[src/rtl/risc_seq_ctrl.sv]
//------------------------------------------------------------------------------
// risc_seq_ctrl
//------------------------------------------------------------------------------
// Purpose:
//    Fetch/decode/execute sequencer for the simple RISC datapath. It fetches
//    8-bit instructions over a req/ack memory port, decodes them and drives
//    the ALU, the register-file selects and the immediate path.
//    Instruction byte: [7:4] opcode, [3:2] rd (operand A / destination),
//    [1:0] rs (operand B). LDI/JMP/JZ take a second byte (imm / address).
//
// Ports:
//    i_clk          clock, all state changes on posedge
//    i_rst_n        synchronous active-low reset
//    o_mem_addr     fetch address (always the current PC)
//    o_mem_rd       fetch request, held with a stable address until ack
//    i_mem_data     fetched byte, valid with i_mem_ack
//    i_mem_ack      fetch complete, data captured on this edge
//    o_alu_opcode   ALU opcode (IR[7:4] in EXEC, 0 otherwise)
//    o_alu_en       ALU compute enable
//    o_alu_oe       ALU output drive enable
//    i_zf_in        ALU zero flag, used by JZ
//    o_rf_sel_a     register-file read port A select
//    o_rf_sel_b     register-file read port B select
//    o_rf_we        register-file write enable
//    o_rf_wsel      register-file write select
//    o_rf_wsrc      write source: 0 = ALU bus, 1 = immediate
//    o_imm          immediate operand for LDI
//    o_pc           current program counter
//    o_halted       processor stopped
//    o_illegal      illegal opcode trapped
//
// Configuration:
//    RISC_ILLEGAL_TRAP_EN  when defined, an undefined opcode halts the core
//                          with o_illegal=1; when absent it executes as NOP
//                          and o_illegal stays 0.
//------------------------------------------------------------------------------
module risc_seq_ctrl #(
   parameter int PC_W = 8
) (
   input  logic            i_clk,
   input  logic            i_rst_n,
   output logic [PC_W-1:0] o_mem_addr,
   output logic            o_mem_rd,
   input  logic [7:0]      i_mem_data,
   input  logic            i_mem_ack,
   output logic [3:0]      o_alu_opcode,
   output logic            o_alu_en,
   output logic            o_alu_oe,
   input  logic            i_zf_in,
   output logic [1:0]      o_rf_sel_a,
   output logic [1:0]      o_rf_sel_b,
   output logic            o_rf_we,
   output logic [1:0]      o_rf_wsel,
   output logic            o_rf_wsrc,
   output logic [7:0]      o_imm,
   output logic [PC_W-1:0] o_pc,
   output logic            o_halted,
   output logic            o_illegal
);

   localparam logic [3:0] OP_NOP  = 4'b0000;
   localparam logic [3:0] OP_HALT = 4'b0001;
   localparam logic [3:0] OP_ADD  = 4'b0010;
   localparam logic [3:0] OP_SUB  = 4'b0011;
   localparam logic [3:0] OP_AND  = 4'b0100;
   localparam logic [3:0] OP_OR   = 4'b0101;
   localparam logic [3:0] OP_XOR  = 4'b0110;
   localparam logic [3:0] OP_NOTA = 4'b0111;
   localparam logic [3:0] OP_LDI  = 4'b1000;
   localparam logic [3:0] OP_JMP  = 4'b1001;
   localparam logic [3:0] OP_JZ   = 4'b1010;

   typedef enum logic [2:0] {
      S_FETCH,
      S_DECODE,
      S_OPND,
      S_EXEC,
      S_WB,
      S_HALT
   } state_t;

   state_t          r_state;
   logic [PC_W-1:0] r_pc;
   logic [7:0]      r_ir;
   logic [7:0]      r_imm;
   logic            r_illegal;

   logic            r_mem_rd;
   logic [3:0]      r_alu_opcode;
   logic            r_alu_en;
   logic            r_alu_oe;
   logic [1:0]      r_rf_sel_a;
   logic [1:0]      r_rf_sel_b;
   logic            r_rf_we;
   logic [1:0]      r_rf_wsel;
   logic            r_rf_wsrc;
   logic            r_halted;

   state_t          w_state_nxt;
   logic [PC_W-1:0] w_pc_nxt;
   logic [7:0]      w_ir_nxt;
   logic [7:0]      w_imm_nxt;
   logic            w_illegal_nxt;
   logic [PC_W-1:0] w_pc_inc;
   logic [PC_W-1:0] w_target;
   logic [3:0]      w_op;
   logic [3:0]      w_op_nxt;
   logic            w_ack;

   logic            w_mem_rd_nxt;
   logic [3:0]      w_alu_opcode_nxt;
   logic            w_alu_en_nxt;
   logic            w_alu_oe_nxt;
   logic [1:0]      w_rf_sel_a_nxt;
   logic [1:0]      w_rf_sel_b_nxt;
   logic            w_rf_we_nxt;
   logic [1:0]      w_rf_wsel_nxt;
   logic            w_rf_wsrc_nxt;
   logic            w_halted_nxt;

   // An ack only counts while our own registered request is visible on the
   // port; this also covers the first cycle after reset, when the state is
   // already FETCH but the request has not been raised yet.
   assign w_ack    = i_mem_ack & r_mem_rd;
   assign w_pc_inc = r_pc + PC_W'(1);
   assign w_target = PC_W'(i_mem_data);
   assign w_op     = r_ir[7:4];
   assign w_op_nxt = w_ir_nxt[7:4];

   // Next-state logic plus the Moore outputs of the state being entered.
   // Outputs are computed from the next state and registered, so every
   // output is a flop and nothing flows combinationally from an input.
   always_comb begin
      w_state_nxt   = r_state;
      w_pc_nxt      = r_pc;
      w_ir_nxt      = r_ir;
      w_imm_nxt     = r_imm;
      w_illegal_nxt = r_illegal;

      case (r_state)
         S_FETCH: begin
            if (w_ack) begin
               w_ir_nxt    = i_mem_data;
               w_pc_nxt    = w_pc_inc;
               w_state_nxt = S_DECODE;
            end
         end
         S_DECODE: begin
            case (w_op)
               OP_NOP:  w_state_nxt = S_FETCH;
               OP_HALT: w_state_nxt = S_HALT;
               OP_ADD, OP_SUB, OP_AND, OP_OR, OP_XOR, OP_NOTA:
                        w_state_nxt = S_EXEC;
               OP_LDI, OP_JMP, OP_JZ:
                        w_state_nxt = S_OPND;
               default: begin
`ifdef RISC_ILLEGAL_TRAP_EN
                  w_state_nxt   = S_HALT;
                  w_illegal_nxt = 1'b1;
`else
                  w_state_nxt   = S_FETCH;
`endif
               end
            endcase
         end
         S_OPND: begin
            if (w_ack) begin
               w_state_nxt = S_FETCH;
               case (w_op)
                  OP_LDI: begin
                     w_imm_nxt   = i_mem_data;
                     w_pc_nxt    = w_pc_inc;
                     w_state_nxt = S_WB;
                  end
                  OP_JMP:  w_pc_nxt = w_target;
                  default: w_pc_nxt = i_zf_in ? w_target : w_pc_inc;
               endcase
            end
         end
         S_EXEC:  w_state_nxt = S_WB;
         S_WB:    w_state_nxt = S_FETCH;
         S_HALT:  w_state_nxt = S_HALT;
         default: w_state_nxt = S_FETCH;
      endcase

      w_mem_rd_nxt     = 1'b0;
      w_alu_opcode_nxt = 4'b0000;
      w_alu_en_nxt     = 1'b0;
      w_alu_oe_nxt     = 1'b0;
      w_rf_sel_a_nxt   = 2'b00;
      w_rf_sel_b_nxt   = 2'b00;
      w_rf_we_nxt      = 1'b0;
      w_rf_wsel_nxt    = 2'b00;
      w_rf_wsrc_nxt    = 1'b0;
      w_halted_nxt     = 1'b0;

      case (w_state_nxt)
         S_FETCH, S_OPND: w_mem_rd_nxt = 1'b1;
         S_EXEC: begin
            w_alu_en_nxt     = 1'b1;
            w_alu_opcode_nxt = w_op_nxt;
            w_rf_sel_a_nxt   = w_ir_nxt[3:2];
            w_rf_sel_b_nxt   = w_ir_nxt[1:0];
         end
         S_WB: begin
            w_rf_we_nxt   = 1'b1;
            w_rf_wsel_nxt = w_ir_nxt[3:2];
            if (w_op_nxt == OP_LDI) begin
               w_rf_wsrc_nxt = 1'b1;
            end else begin
               w_alu_oe_nxt  = 1'b1;
            end
         end
         S_HALT:  w_halted_nxt = 1'b1;
         default: w_mem_rd_nxt = 1'b0;
      endcase
   end

   // State, architectural registers and registered outputs. Reset clears
   // everything, which abandons any fetch handshake in flight.
   always_ff @(posedge i_clk) begin
      if (!i_rst_n) begin
         r_state      <= S_FETCH;
         r_pc         <= '0;
         r_ir         <= '0;
         r_imm        <= '0;
         r_illegal    <= 1'b0;
         r_mem_rd     <= 1'b0;
         r_alu_opcode <= 4'b0000;
         r_alu_en     <= 1'b0;
         r_alu_oe     <= 1'b0;
         r_rf_sel_a   <= 2'b00;
         r_rf_sel_b   <= 2'b00;
         r_rf_we      <= 1'b0;
         r_rf_wsel    <= 2'b00;
         r_rf_wsrc    <= 1'b0;
         r_halted     <= 1'b0;
      end else begin
         r_state      <= w_state_nxt;
         r_pc         <= w_pc_nxt;
         r_ir         <= w_ir_nxt;
         r_imm        <= w_imm_nxt;
         r_illegal    <= w_illegal_nxt;
         r_mem_rd     <= w_mem_rd_nxt;
         r_alu_opcode <= w_alu_opcode_nxt;
         r_alu_en     <= w_alu_en_nxt;
         r_alu_oe     <= w_alu_oe_nxt;
         r_rf_sel_a   <= w_rf_sel_a_nxt;
         r_rf_sel_b   <= w_rf_sel_b_nxt;
         r_rf_we      <= w_rf_we_nxt;
         r_rf_wsel    <= w_rf_wsel_nxt;
         r_rf_wsrc    <= w_rf_wsrc_nxt;
         r_halted     <= w_halted_nxt;
      end
   end

   assign o_mem_addr   = r_pc;
   assign o_pc         = r_pc;
   assign o_imm        = r_imm;
   assign o_illegal    = r_illegal;
   assign o_mem_rd     = r_mem_rd;
   assign o_alu_opcode = r_alu_opcode;
   assign o_alu_en     = r_alu_en;
   assign o_alu_oe     = r_alu_oe;
   assign o_rf_sel_a   = r_rf_sel_a;
   assign o_rf_sel_b   = r_rf_sel_b;
   assign o_rf_we      = r_rf_we;
   assign o_rf_wsel    = r_rf_wsel;
   assign o_rf_wsrc    = r_rf_wsrc;
   assign o_halted     = r_halted;

endmodule
[config.mk]
export PLATFORM = sky130hd
export DESIGN_NAME = risc_seq_ctrl
export DESIGN_NICKNAME = d
export VERILOG_FILES = /design/src/rtl/risc_seq_ctrl.sv
export SDC_FILE = /design/constraint.sdc
export NUM_CORES = 1
export LEC_CHECK = 0
export BUFFER_PORTS_ARGS = -buffer_cell sky130_fd_sc_hd__buf_2
export CAP_MARGIN = 20
export CORE_ASPECT_RATIO = 0.7
export CORE_MARGIN = 5
export CORE_UTILIZATION = 30
export DETAILED_ROUTE_END_ITERATION = 10
export GPL_TIMING_DRIVEN = 1
export SYNTH_ARGS = -nofsm -noshare
export SYNTH_HDL_FRONTEND = slang
export SYNTH_SLANG_ARGS = --single-unit
[constraint.sdc]
create_clock -name i_clk -period 2.8 [get_ports i_clk]
set_clock_uncertainty 0.1 [all_clocks]
set_input_delay 0.56 -clock i_clk [delete_from_list [all_inputs] [get_ports i_clk]]
set_output_delay 0.56 -clock i_clk [all_outputs]
set_load 0.005 [all_outputs]
==> impl_metrics.py <==
metrics = {
    "yosys": {
        "synth_common_cells": "dfxtp_1, nor2_1, nor3_1, mux2i_1, nand2_1",
        "netlist.area_leader.share_pct": 47.4,
        "synth_ff_type": "dfxtp_1",
        "netlist_instances": 209,
        "synth.cell_area_sq_mm": 0.00194,
        "synth_area_leaders": "dfxtp_1, mux2i_1, nor3_1, nor2_1, buf_4",
        "synth.ff_latch_count": 46,
        "yosysMostFrequentCell": "dfxtp_1",
        "synth_fp_nets": 222,
        "yosysTopAreaCell": "dfxtp_1",
        "ys_warn_count": 0,
        "synth_edf_count": 0,
        "async_flop_share_pct": 0,
        "yosysSeqAreaShare_pct": 47.4,
        "synth.distinct_cells": 38,
        "postSynthAreaPerCell_sq_um": 9.30,
    },
    "sta": {
        "fin_crit_ns": 2.04,
        "hold_viol": 0,
        "setup_tns_ns": 0,
        "rsz0062_at_grt": "no",
        "finalMaxSlewViolations": 0,
        "setup_viol": 0,
        "finalCritPeriodShare_pct": 72.7,
        "max_freq_mhz": 491,
        "max-slew-margin-rel_pct": 61.3,
        "holdWs_ns": 0.399,
        "worst_pin_slew_ns": 0.581,
    },
    "drt": {
        "viasPerCell": 5.02,
        "drt_iter0_drc": 115,
        "dr.pass1.iters": 4,
        "ant_nets": 0,
        "wire_per_inst_um": 14.4,
        "vias": 1670,
        "drt_wl_total_um": 4780,
        "drc_errors": 0,
    },
    "floorplan": {
        "die_x_um": 106,
        "start_util_pct": 31.1,
        "die-area_sq_mm": 0.00821,
        "die_h_um": 77.3,
        "ios": 53,
        "rows": 24,
        "core_sq_mm": 0.00625,
    },
    "place": {
        "placedCellCount": 325,
        "portBuffers": 51,
        "place_congestion": 0.765,
        "hpwl_um": 3540,
    },
    "worst_setup_path": {
        "worst_setup_path_start_kind": "register",
        "crit_path_end_kind": "register",
        "rrSetupSlack_ns": 0.76,
        "max_stage_delay_ns": 0.47,
        "worst-path-buf-inv": 0,
        "rr_worst_depth": 4,
        "worstReg2RegEnd": "o_mem_addr[5]",
        "path_delay_family": "simple AND/OR/NAND/NOR gates",
        "r2r-start": "r_ir[7]",
        "critPathMaxFanout": 9,
        "crit_slowest_cell": "or4_1",
        "path_class": "register to register",
        "critical_path_arrival_ns": 2.16,
        "path_cells": "nor3b_1, mux2_4, or4_1, a31oi_1",
        "cp.required_ns": 2.92,
    },
    "cells_and_area": {
        "area_growth_pct": 18.9,
        "fillers": 680,
        "layout.nets": 267,
        "drive_gt1_share_pct": 27.1,
        "multi_input_area_sq_um": 910,
        "seqCellArea_sq_um": 921,
        "antennaDiodeCount": 0,
        "final_cells": 333,
    },
    "run_status": {
        "status": "complete, no violations",
    },
    "hold_path": {
        "hold_class": "register to register",
        "hold_depth": 2,
        "hold_start": "o_imm[5]",
        "holdPathEnd": "o_imm[5]",
    },
    "clock_tree": {
        "clkTransAtPathRegs_ns": 0.09,
        "htreeDepth": 2,
        "cts_tree": "yes",
        "post_cts_buffers": 0,
        "postCtsResizedCells": 0,
        "cts-root-buf": "clkbuf_8",
        "clk_latency_ns": 0.29,
        "clkSinkCount": 46,
        "ctsHoldBuffers": 0,
        "numCtsBuffers": 5,
        "cts_buffer_depth": 2,
    },
    "job": {
        "drv_cap": 0,
    },
    "global_routing": {
        "gr-usage-met2_pct": 18.3,
        "grt_pass1_wl_um": 8030,
        "busiest_layer": "met2",
        "grt_overflow": 0,
        "grt_max_degree": 19,
        "met3_usage_pct": 2.99,
        "grt_pass1_vias": 1586,
        "gr-usage-met1_pct": 17.1,
        "antenna_found_initial": 0,
        "track_usage_pct": 12.1,
    },
    "pwr": {
        "vdd_drop_max_mv": 0.254,
        "power.density_mw_per_mm2": 512,
        "leakagePower_nw": 1.08,
        "power_mw": 1.18,
    },
}
registers in the layout, summed over array words and instances, names as in the netlist, 2 cells and up, named ones only:
register / count
r_state: 3
o_imm: 8
o_alu_opcode: 4
o_rf_sel_b: 2
o_rf_sel_a: 2
r_ir: 8
o_rf_wsel: 2
o_mem_addr: 8
routing by layer:
| layer | up-vias | routed length, um |
|---|---|---|
| met1 | 799 | 2430 |
| li1 | 829 | - |
| met4 | 0 | 46 |
| met2 | 37 | 2100 |
| met5 | - | 0 |
| met3 | 5 | 202 |
worst max path at each step:
stage	start	cells after the start	slack, ns	to
after floorplan	r_ir[7]	4	0.94	o_mem_addr[5]
final	r_ir[7]	4	0.76	o_mem_addr[5]
after CTS	r_ir[7]	4	0.77	o_mem_addr[5]
after global placement	i_mem_ack	5	0.68	o_rf_sel_a[1]
after global routing	r_state[1]	4	0.59	o_rf_sel_a[1]
after detailed placement	i_mem_ack	5	0.65	register
through the flow:
stage / instance area, sq um / util [%] / setup slack (ns)
floorplan: 1940 / - / 0.944
global placement: 2220 / 35.6 / 0.683
detailed placement: 2220 / 35.6 / 0.654
CTS: 2310 / 37.0 / 0.765
global route: 2310 / 37.0 / 0.592
finish: 2310 / 37.0 / 0.763
where the power goes:
group / total [mW] / switching, mW / internal (mW)
Sequential: 0.684 / 0.0150 / 0.669
Clock: 0.394 / 0.218 / 0.176
Combinational: 0.106 / 0.0626 / 0.0431
Total: 1.18 / 0.296 / 0.888
area by class of cell:
class	count	share of cell area, %
Inverter	3	0.487
Sequential cell	46	39.8
Clock buffer	6	3.14
Multi-Input combinational cell	143	39.4
Timing Repair Buffer	55	12.3
Clock inverter	2	0.596
Tap cell	78	4.22
worst register-to-register path: stages, from the launching register on:
cell	delay, ns
dfxtp_1	0.43
nor3b_1	0.40
mux2_4	0.39
or4_1	0.47
a31oi_1	0.17
cells in the final DEF (no fill, tap or decap), types with 4 or more instances in the layout:
master	count
clkbuf_8	5
nand3_1	11
dfxtp_1	46
nor3_1	20
a31oi_1	10
nand2_1	13
nor2_1	21
o21ai_0	6
buf_4	4
buf_2	51
mux2i_1	18
and2_1	4
cell families (layout without fill, tap and decap cells):
family          after synthesis  in the layout  share of synthesized area [%]
mux                          19             19                           10.0
simple gates                 96             96                           27.4
buf+inv                      20             66                           5.79
fa+ha+maj                     1              1                          0.644
compound gates               26             26                           8.50
flops                        46             46                           47.4
other cells                   1              1                          0.193
No activity file was read; power rests on OpenSTA's default activity.
